[src/rtl/igniter_sequencer.sv]
// Igniter carriage command sequencer: queues "light candle N" requests, plans forward-only
// moves around the 8-slot ring, drives the move strobe, then holds ignite for a fixed dwell.
module igniter_sequencer #(
  parameter int FIFO_DEPTH    = 4,
  parameter int MAX_STEP      = 7,
  parameter int SETTLE_CYCLES = 4,
  parameter int IGNITE_CYCLES = 16
) (
  input  logic       sys_clk,
  input  logic       clr,
  input  logic       req_valid,
  input  logic [2:0] req_target,
  output logic       req_ready,
  input  logic       abort,
  output logic       enable_move,
  output logic [3:0] delta,
  output logic [2:0] position_q,
  output logic       ignite,
  output logic       busy,
  output logic       done_pulse,
  output logic [2:0] done_pos,
  output logic [2:0] state_dbg
);

  typedef enum logic [2:0] {
    S_IDLE   = 3'd0,
    S_MOVE   = 3'd1,
    S_SETTLE = 3'd2,
    S_IGNITE = 3'd3,
    S_DONE   = 3'd4
  } state_t;

  localparam int PTR_W   = (FIFO_DEPTH > 1) ? $clog2(FIFO_DEPTH) : 1;
  localparam int CNT_MAX = (SETTLE_CYCLES > IGNITE_CYCLES) ? SETTLE_CYCLES : IGNITE_CYCLES;
  localparam int CNT_W   = $clog2(CNT_MAX + 1);
  localparam logic [2:0]       STEP_MAX    = 3'(MAX_STEP);
  localparam logic [CNT_W-1:0] SETTLE_LAST = CNT_W'(SETTLE_CYCLES - 1);
  localparam logic [CNT_W-1:0] IGNITE_LAST = CNT_W'(IGNITE_CYCLES - 1);
  localparam logic [PTR_W:0]   FIFO_FULL   = (PTR_W + 1)'(FIFO_DEPTH);

  state_t           state, state_next;
  logic [CNT_W-1:0] cnt;
  logic [2:0]       remaining;
  logic [2:0]       step;
  logic [2:0]       rem_init;
  logic [2:0]       done_pos_r;

  logic [2:0]       fifo_mem [FIFO_DEPTH];
  logic [PTR_W-1:0] wr_ptr, rd_ptr;
  logic [PTR_W:0]   count;
  logic             full, empty, push, pop;

  // Handshake: a request transfers on any rising edge where req_valid && req_ready;
  // req_ready drops while full or while abort is asserted, so an abort cycle never enqueues.
  assign full      = (count == FIFO_FULL);
  assign empty     = (count == '0);
  assign req_ready = !full && !abort;
  assign push      = req_valid && req_ready;
  assign pop       = (state == S_IDLE) && !empty && !abort;
  assign rem_init  = fifo_mem[rd_ptr] - position_q;

  always_ff @(posedge sys_clk) begin
    if (push) fifo_mem[wr_ptr] <= req_target;
  end

  always_ff @(posedge sys_clk) begin
    if (clr || abort) begin
      wr_ptr <= '0;
      rd_ptr <= '0;
      count  <= '0;
    end else begin
      if (push) wr_ptr <= wr_ptr + PTR_W'(1);
      if (pop)  rd_ptr <= rd_ptr + PTR_W'(1);
      case ({push, pop})
        2'b10:   count <= count + (PTR_W + 1)'(1);
        2'b01:   count <= count - (PTR_W + 1)'(1);
        default: count <= count;
      endcase
    end
  end

  always_comb begin
    state_next = state;
    step       = (remaining > STEP_MAX) ? STEP_MAX : remaining;
    case (state)
      S_IDLE:   if (pop) state_next = (rem_init == 3'd0) ? S_IGNITE : S_MOVE;
      S_MOVE:   state_next = S_SETTLE;
      S_SETTLE: if (cnt == SETTLE_LAST) state_next = (remaining != 3'd0) ? S_MOVE : S_IGNITE;
      S_IGNITE: if (cnt == IGNITE_LAST) state_next = S_DONE;
      S_DONE:   state_next = S_IDLE;
      default:  state_next = S_IDLE;
    endcase
    if (abort) state_next = S_IDLE;
  end

  // A MOVE pulse is already on the wire, so the mirror follows it even under abort.
  always_ff @(posedge sys_clk) begin
    if (clr) begin
      state      <= S_IDLE;
      cnt        <= '0;
      remaining  <= '0;
      position_q <= '0;
      done_pos_r <= '0;
    end else begin
      state <= state_next;
      cnt   <= (state_next != state) ? '0 : cnt + CNT_W'(1);
      if (pop) remaining <= rem_init;
      if (state == S_MOVE) begin
        position_q <= position_q + step;
        remaining  <= remaining - step;
      end
      if (state == S_IGNITE && state_next == S_DONE) done_pos_r <= position_q;
    end
  end

  assign enable_move = (state == S_MOVE);
  assign delta       = (state == S_MOVE) ? {1'b0, step} : 4'd0;
  assign ignite      = (state == S_IGNITE);
  assign busy        = (state != S_IDLE);
  assign done_pulse  = (state == S_DONE);
  assign done_pos    = done_pos_r;
  assign state_dbg   = state;

endmodule

[config.mk]
export PLATFORM = sky130hd
export DESIGN_NAME = igniter_sequencer
export DESIGN_NICKNAME = d
export VERILOG_FILES = /design/src/rtl/igniter_sequencer.sv
export SDC_FILE = /design/constraint.sdc
export NUM_CORES = 1
export LEC_CHECK = 0
export ABC_AREA = 1
export CAP_MARGIN = 30
export CORE_ASPECT_RATIO = 0.5
export CORE_MARGIN = 3
export CORE_UTILIZATION = 44
export DETAILED_ROUTE_END_ITERATION = 8
export PLACE_DENSITY = 0.64
export SYNTH_ARGS = -nofsm -noshare
export SYNTH_HDL_FRONTEND = slang
export SYNTH_SLANG_ARGS = --single-unit
[constraint.sdc]
create_clock -name sys_clk -period 3.2 [get_ports sys_clk]
set_clock_uncertainty 0.2 [all_clocks]
set_input_delay 0.32 -clock sys_clk [delete_from_list [all_inputs] [get_ports sys_clk]]
set_output_delay 0.32 -clock sys_clk [all_outputs]
set_load 0.03 [all_outputs]
== Yosys cells after proc, flatten, opt, wreduce, memory -nomap -nowiden ==
Memories as Yosys holds them, arrays and structs flattened. A register that Yosys moved wholly into a read port is not among the register bits.
Index checks and enable logic that the tools add are counted.

* Register bits after elaboration: 24
* Memory bits (writable): 12
* Output and inout bits: 18
* Logic and storage cells: 62
* Memories kept: 1

{| class="wikitable"
|+ Memories
! memory !! words !! width !! rd ports !! clocked after memory_dff !! wr ports !! RTL line !! text
|-
| fifo_mem || 4 || 3 || 1 || 1 || 1 || 48 || <nowiki>logic [2:0] fifo_mem [FIFO_DEPTH];</nowiki>
|}

* $add $sub $neg: 8
* Magnitude comparators: 1
* Eq/ne operators: 11
* Muxes and demuxes: 16
* Reduce and logical (&&, ||, !) cells: 17

{| class="wikitable"
|+ Operators with widths
! kind !! count
|-
| two-way mux 3 bit || 8
|-
| case mux 3 bit (4 select lines) || 1
|-
| equality test 3 bit (second input constant) || 3
|-
| logical NOT 3 bit || 3
|-
| two-way mux 2 bit || 4
|-
| equality test 3 x 2 -> 1 bit (second input constant) || 2
|-
| case mux 3 bit (2 select lines) || 1
|-
| nonzero test 3 bit || 2
|-
| subtractor 3 bit || 2
|-
| adder 5 x 1 -> 5 bit (second input constant) || 1
|-
| equality test 5 x 2 -> 1 bit (second input constant) || 1
|-
| equality test 5 x 4 -> 1 bit (second input constant) || 1
|-
| logical AND 1 bit || 5
|-
| adder 2 x 1 -> 2 bit (second input constant) || 2
|-
| nonzero test 2 bit || 2
|-
| adder 3 x 1 -> 3 bit (second input constant) || 1
|-
| adder 3 bit || 1
|-
| equality test 3 x 1 -> 1 bit (second input constant) || 1
|-
| greater-than comparator 3 bit (second input constant) || 1
|-
| logical NOT 1 bit || 3
|-
| != test 3 bit || 1
|-
| subtractor 3 x 1 -> 3 bit (second input constant) || 1
|-
| equality test 2 x 1 -> 1 bit (second input constant) || 1
|-
| equality test 2 bit (second input constant) || 1
|-
| 3 further kinds || 4
|}

== Logic depth before layout (Yosys ltp) ==
* Depth in word-level cells: 9
* Gate-level depth with buffers: 14
* Gate-level depth less buffers: 14

== Least setup slack after synthesis ==
No wires, ideal clock.

* Path type: reg-to-reg
* From: register count[1]
* To: register count[2]
* Setup time: 70 ps
* Data arrival time: 2229 ps
* Data required time: 2930 ps
* Path slack: 701 ps
* Stages on the path, launching flop included: 11
* Buffers on the path: 0
* Cells stage by stage: dfxtp_1 -> inv_1 -> a31oi_1 -> nand2_1 -> ha_1 -> inv_1 -> fa_1 -> o21ai_0 -> a21oi_1 -> o21ai_0 -> a21oi_1

* Cells in the longest elaborated chain, start to end: 6

{| class="wikitable"
|+ Ends and longest elaborated chain
! item !! RTL line !! text
|-
| start, declared || 50 || <nowiki>logic [PTR_W:0] count;</nowiki>
|-
| start signal, assigned || 75 || <nowiki>2'b10: count <= count + (PTR_W + 1)'(1);</nowiki>
|-
| start signal, assigned || 76 || <nowiki>2'b01: count <= count - (PTR_W + 1)'(1);</nowiki>
|-
| start signal, assigned || 77 || <nowiki>default: count <= count;</nowiki>
|-
| equality test 3 bit * || 55 || <nowiki>assign full = (count == FIFO_FULL);</nowiki>
|-
| logical NOT 1 bit * || 57 || <nowiki>assign req_ready = !full && !abort;</nowiki>
|-
| logical AND 1 bit * || 57 ||
|-
| net req_ready || 13 || <nowiki>output logic req_ready,</nowiki>
|-
| logical AND 1 bit * || 58 || <nowiki>assign push = req_valid && req_ready;</nowiki>
|-
| equality test 2 x 1 -> 1 bit or equality test 2 bit (tied branches) || 74 || <nowiki>case ({push, pop})</nowiki>
|-
| case mux 3 bit (2 select lines) or nonzero test 2 bit (tied branches) || - ||
|}

Mark *: on every way through the listed nets, which the timed path passes. The rest lies on a longest branch.
A chain may end at the register's enable or synchronous reset.

== Final worst setup path ==
* From: register state[2], in the netlist state_dbg[2]
* To: output port delta[1]

* Cells in the longest elaborated chain, start to end: 2

{| class="wikitable"
|+ Ends and longest elaborated chain
! item !! RTL line !! text
|-
| start, declared || 41 || <nowiki>state_t state, state_next;</nowiki>
|-
| start signal, assigned || 105 || <nowiki>state <= state_next;</nowiki>
|-
| equality test 3 x 1 -> 1 bit || 117 || <nowiki>assign delta = (state == S_MOVE) ? {1'b0, step} : 4'd0;</nowiki>
|-
| two-way mux 3 bit || 117 ||
|-
| end, declared || 16 || <nowiki>output logic [3:0] delta,</nowiki>
|}

No other way between the ends.

==> run summary <==
syn avg cell area: 8.67 um2
PortBufs: 23
critical-path cell list: inv_2, nand3_1, nor2_1, clkdlybuf4s50_1
Vias: 1,382
Die Y: 52.0 um
Power Dens Cells: 485 nW/um2
Worst R2R End: cnt[1]
sw power: 233 uW
P_int: 879 uW
Ports: 25
Seq pwr share: 46.6%
Worst path slowest cell: clkdlybuf4s50_1
peak per-stage delay on the critical path: 0.69 ns
CTS clk-pin slew, worst paths: 0.07 ns
vias per cell: 4.64
WHS Endpoint: cnt[0]
Die Width: 98.1 um
CTS tree: yes
final setup fails: 0
first-pass GRT wire length: 6.04 mm
Post-Synth Simple-Gate Area: 22.0%
htree depth: 2
crit end category: output port
clock share of power: 44.7%
Worst Path Buf+Inv: 2
Worst Reg2Reg Path Length in Cells: 14
minimum clock period: 2.51 ns
Data required, critical path: 2.68 ns
drt first-iter violations: 75
Combinational Power Share: 8.6%
critical path class: flip-flop to output port
Seq/Total Area, Yosys: 47.2%
main flop type after synthesis: dfxtp_1
RSZ-0062 raised after global routing: no
Routed WL per cell: 11.4 um
post-layout util: 57.5%
DRC: 0
total CTS buffers: 5
crit path launch type: flip-flop
cts hold-fix bufs: 0
Root Buffer: clkbuf_8
arrival time of the worst setup path: 1.99 ns
ANT nets after route: 0
post-synthesis compound-gate area fraction: 11.1%
Peak VDD IR: 0.000200 V
row count: 16
Synth Area in Adders: 9.93%
hold violation total from the final report: 0
pin count of the biggest net entering global routing: 15
die footprint: 5100 um2
register area: 881 um2
mux contribution to synthesized area: 0%
FFs w/ async S/R, synth: 0%
hpwl dp: 2.63 mm
Nets: 263
Synth Area in XOR/XNOR: 1.41%
Hold Path Cell Cnt: 1
Resize count post-CTS: 0
Synth Instances: 215
vias in the first global route: 1,376
maximum clock frequency: 0.398 GHz
Starting Density: 46.8%
layout filler cell count: 350
Sw Share: 21.0%
final cell count without fillers: 298
Max Cap Viol: 0
CTS Buffer Depth: 2
run status: completed
CP top delay family: buffers and inverters
DP Cell Count: 290
Total GRT Usage: 15.2%
Area after DPL: 2150 um2
Final TNS setup: 0 ns
max-slew violations: 0
hold path start: cnt[0]
CP Max Fanout: 14
Synth top area share: 27.9%
count leader, synth: inv_1
top cells by count, synth: inv_1, dfxtp_1, nand2_1
WL final: 3.41 mm
Yosys warning count: 0
layout cell share with drive strength beyond 1: 14.8%
initial antenna violation count: 0
Leakage Power: 0.945 nW
diode count: 0
final instance area: 2290 um2
R2R setup slack: 0.72 ns
drt pass-1 iters: 4
main combinational cell family by area after synthesis: simple AND/OR/NAND/NOR gates
register bit total from synthesis: 38
# Post-CTS Setup Buffers: 0
top cells by area, synth: dfxtp_1, edfxtp_1, ha_1, inv_1, nand2_1
multi-input logic area: 840 um2
post-synth cell types: 30
clk sinks: 38
final global-route overflow total: 0
clock latency on the worst-skew pair: 0.29 ns
Placeable Area: 3980 um2
Post-synth EDFFs: 12
synthesis-to-finish area growth: 23.0%
period utilization: 78.5%
class of the worst hold path: flip-flop to flip-flop
Mapped Area: 1860 um2
gpl congestion: 0.842
Synth area leader: dfxtp_1
[state kept, by name, indices dropped and copies added (netlist names), named ones only]
name	count
count	3
position_q	3
state_dbg	3
cnt	5
wr_ptr	2
done_pos	3
rd_ptr	2
remaining	3
fifo_mem	12
[kinds of logic (layout without fill, tap and decap cells)]
group                    after synthesis  after routing
AO/OA/AOI/OAI                         37             37
XOR/XNOR                               3              3
adder cells (fa/ha/maj)               13             13
buffers and inverters                 38             66
flip-flops                            38             38
other                                  2              3
AND/OR/NAND/NOR                       84             84
[cell type report]
type | instances | share of cell area [%]
Clock inverter | 2 | 2.62
Clock buffer | 6 | 3.60
Tap cell | 54 | 2.95
Multi-Input combinational cell | 140 | 36.6
Inverter | 35 | 5.73
Timing Repair Buffer | 23 | 10.0
Sequential cell | 38 | 38.4
[layout by cell type, fill, tap and decap left out, drive strengths merged, types with 2 or more instances in the layout]
cell	n
edfxtp	12
or2	3
clkbuf	6
conb	3
a31oi	3
bufinv	2
inv	35
a32o	2
dfxtp	26
ha	10
nand3	14
clkdlybuf4s50	23
o21ai	14
nor2	30
nand2	35
xnor2	2
fa	3
a21oi	16
[power by group through the flow]
stage          registers [mW]  clock network [mW]  logic [mW]
3_3_place_gp            0.530                   0      0.0946
4_1_cts                 0.519               0.508      0.0965
3_5_place_dp            0.530                   0      0.0959
6_report                0.519               0.498      0.0959
2_1_floorplan           0.530                   0      0.0673
5_1_grt                 0.521               0.527       0.109
[how the worst max path moves through the flow]
stage	from	endpoint	slack, ns	cells after the start
floorplan	count[1]	count[2]	0.70	10
global placement	abort	count[2]	0.60	13
detailed placement	abort	count[2]	0.52	13
CTS	state_dbg[2]	delta[1]	0.68	4
global route	flip-flop	cnt[2]	0.50	14
finish	state_dbg[2]	delta[1]	0.69	4
[through the flow]
| step | power, mW | hold slack [ns] | worst slack (ns) |
|---|---|---|---|
| 4_1_cts | 1.12 | 0.258 | 0.679 |
| 3_5_place_dp | 0.626 | 0.245 | 0.516 |
| 3_3_place_gp | 0.625 | 0.234 | 0.595 |
| 2_1_floorplan | 0.597 | 0.189 | 0.701 |
| 6_report | 1.11 | 0.256 | 0.688 |
| 5_1_grt | 1.16 | 0.281 | 0.500 |
[layer usage]
layer  track usage (%)  up-vias  routed length [um]
li1                  -      747                   -
met1              20.0      613                1830
met2              23.5       20                1400
met3              5.35        2                 160
met4              4.83        0                  19
met5                 0        -                   0
Power figures use the tool's default switching activity.
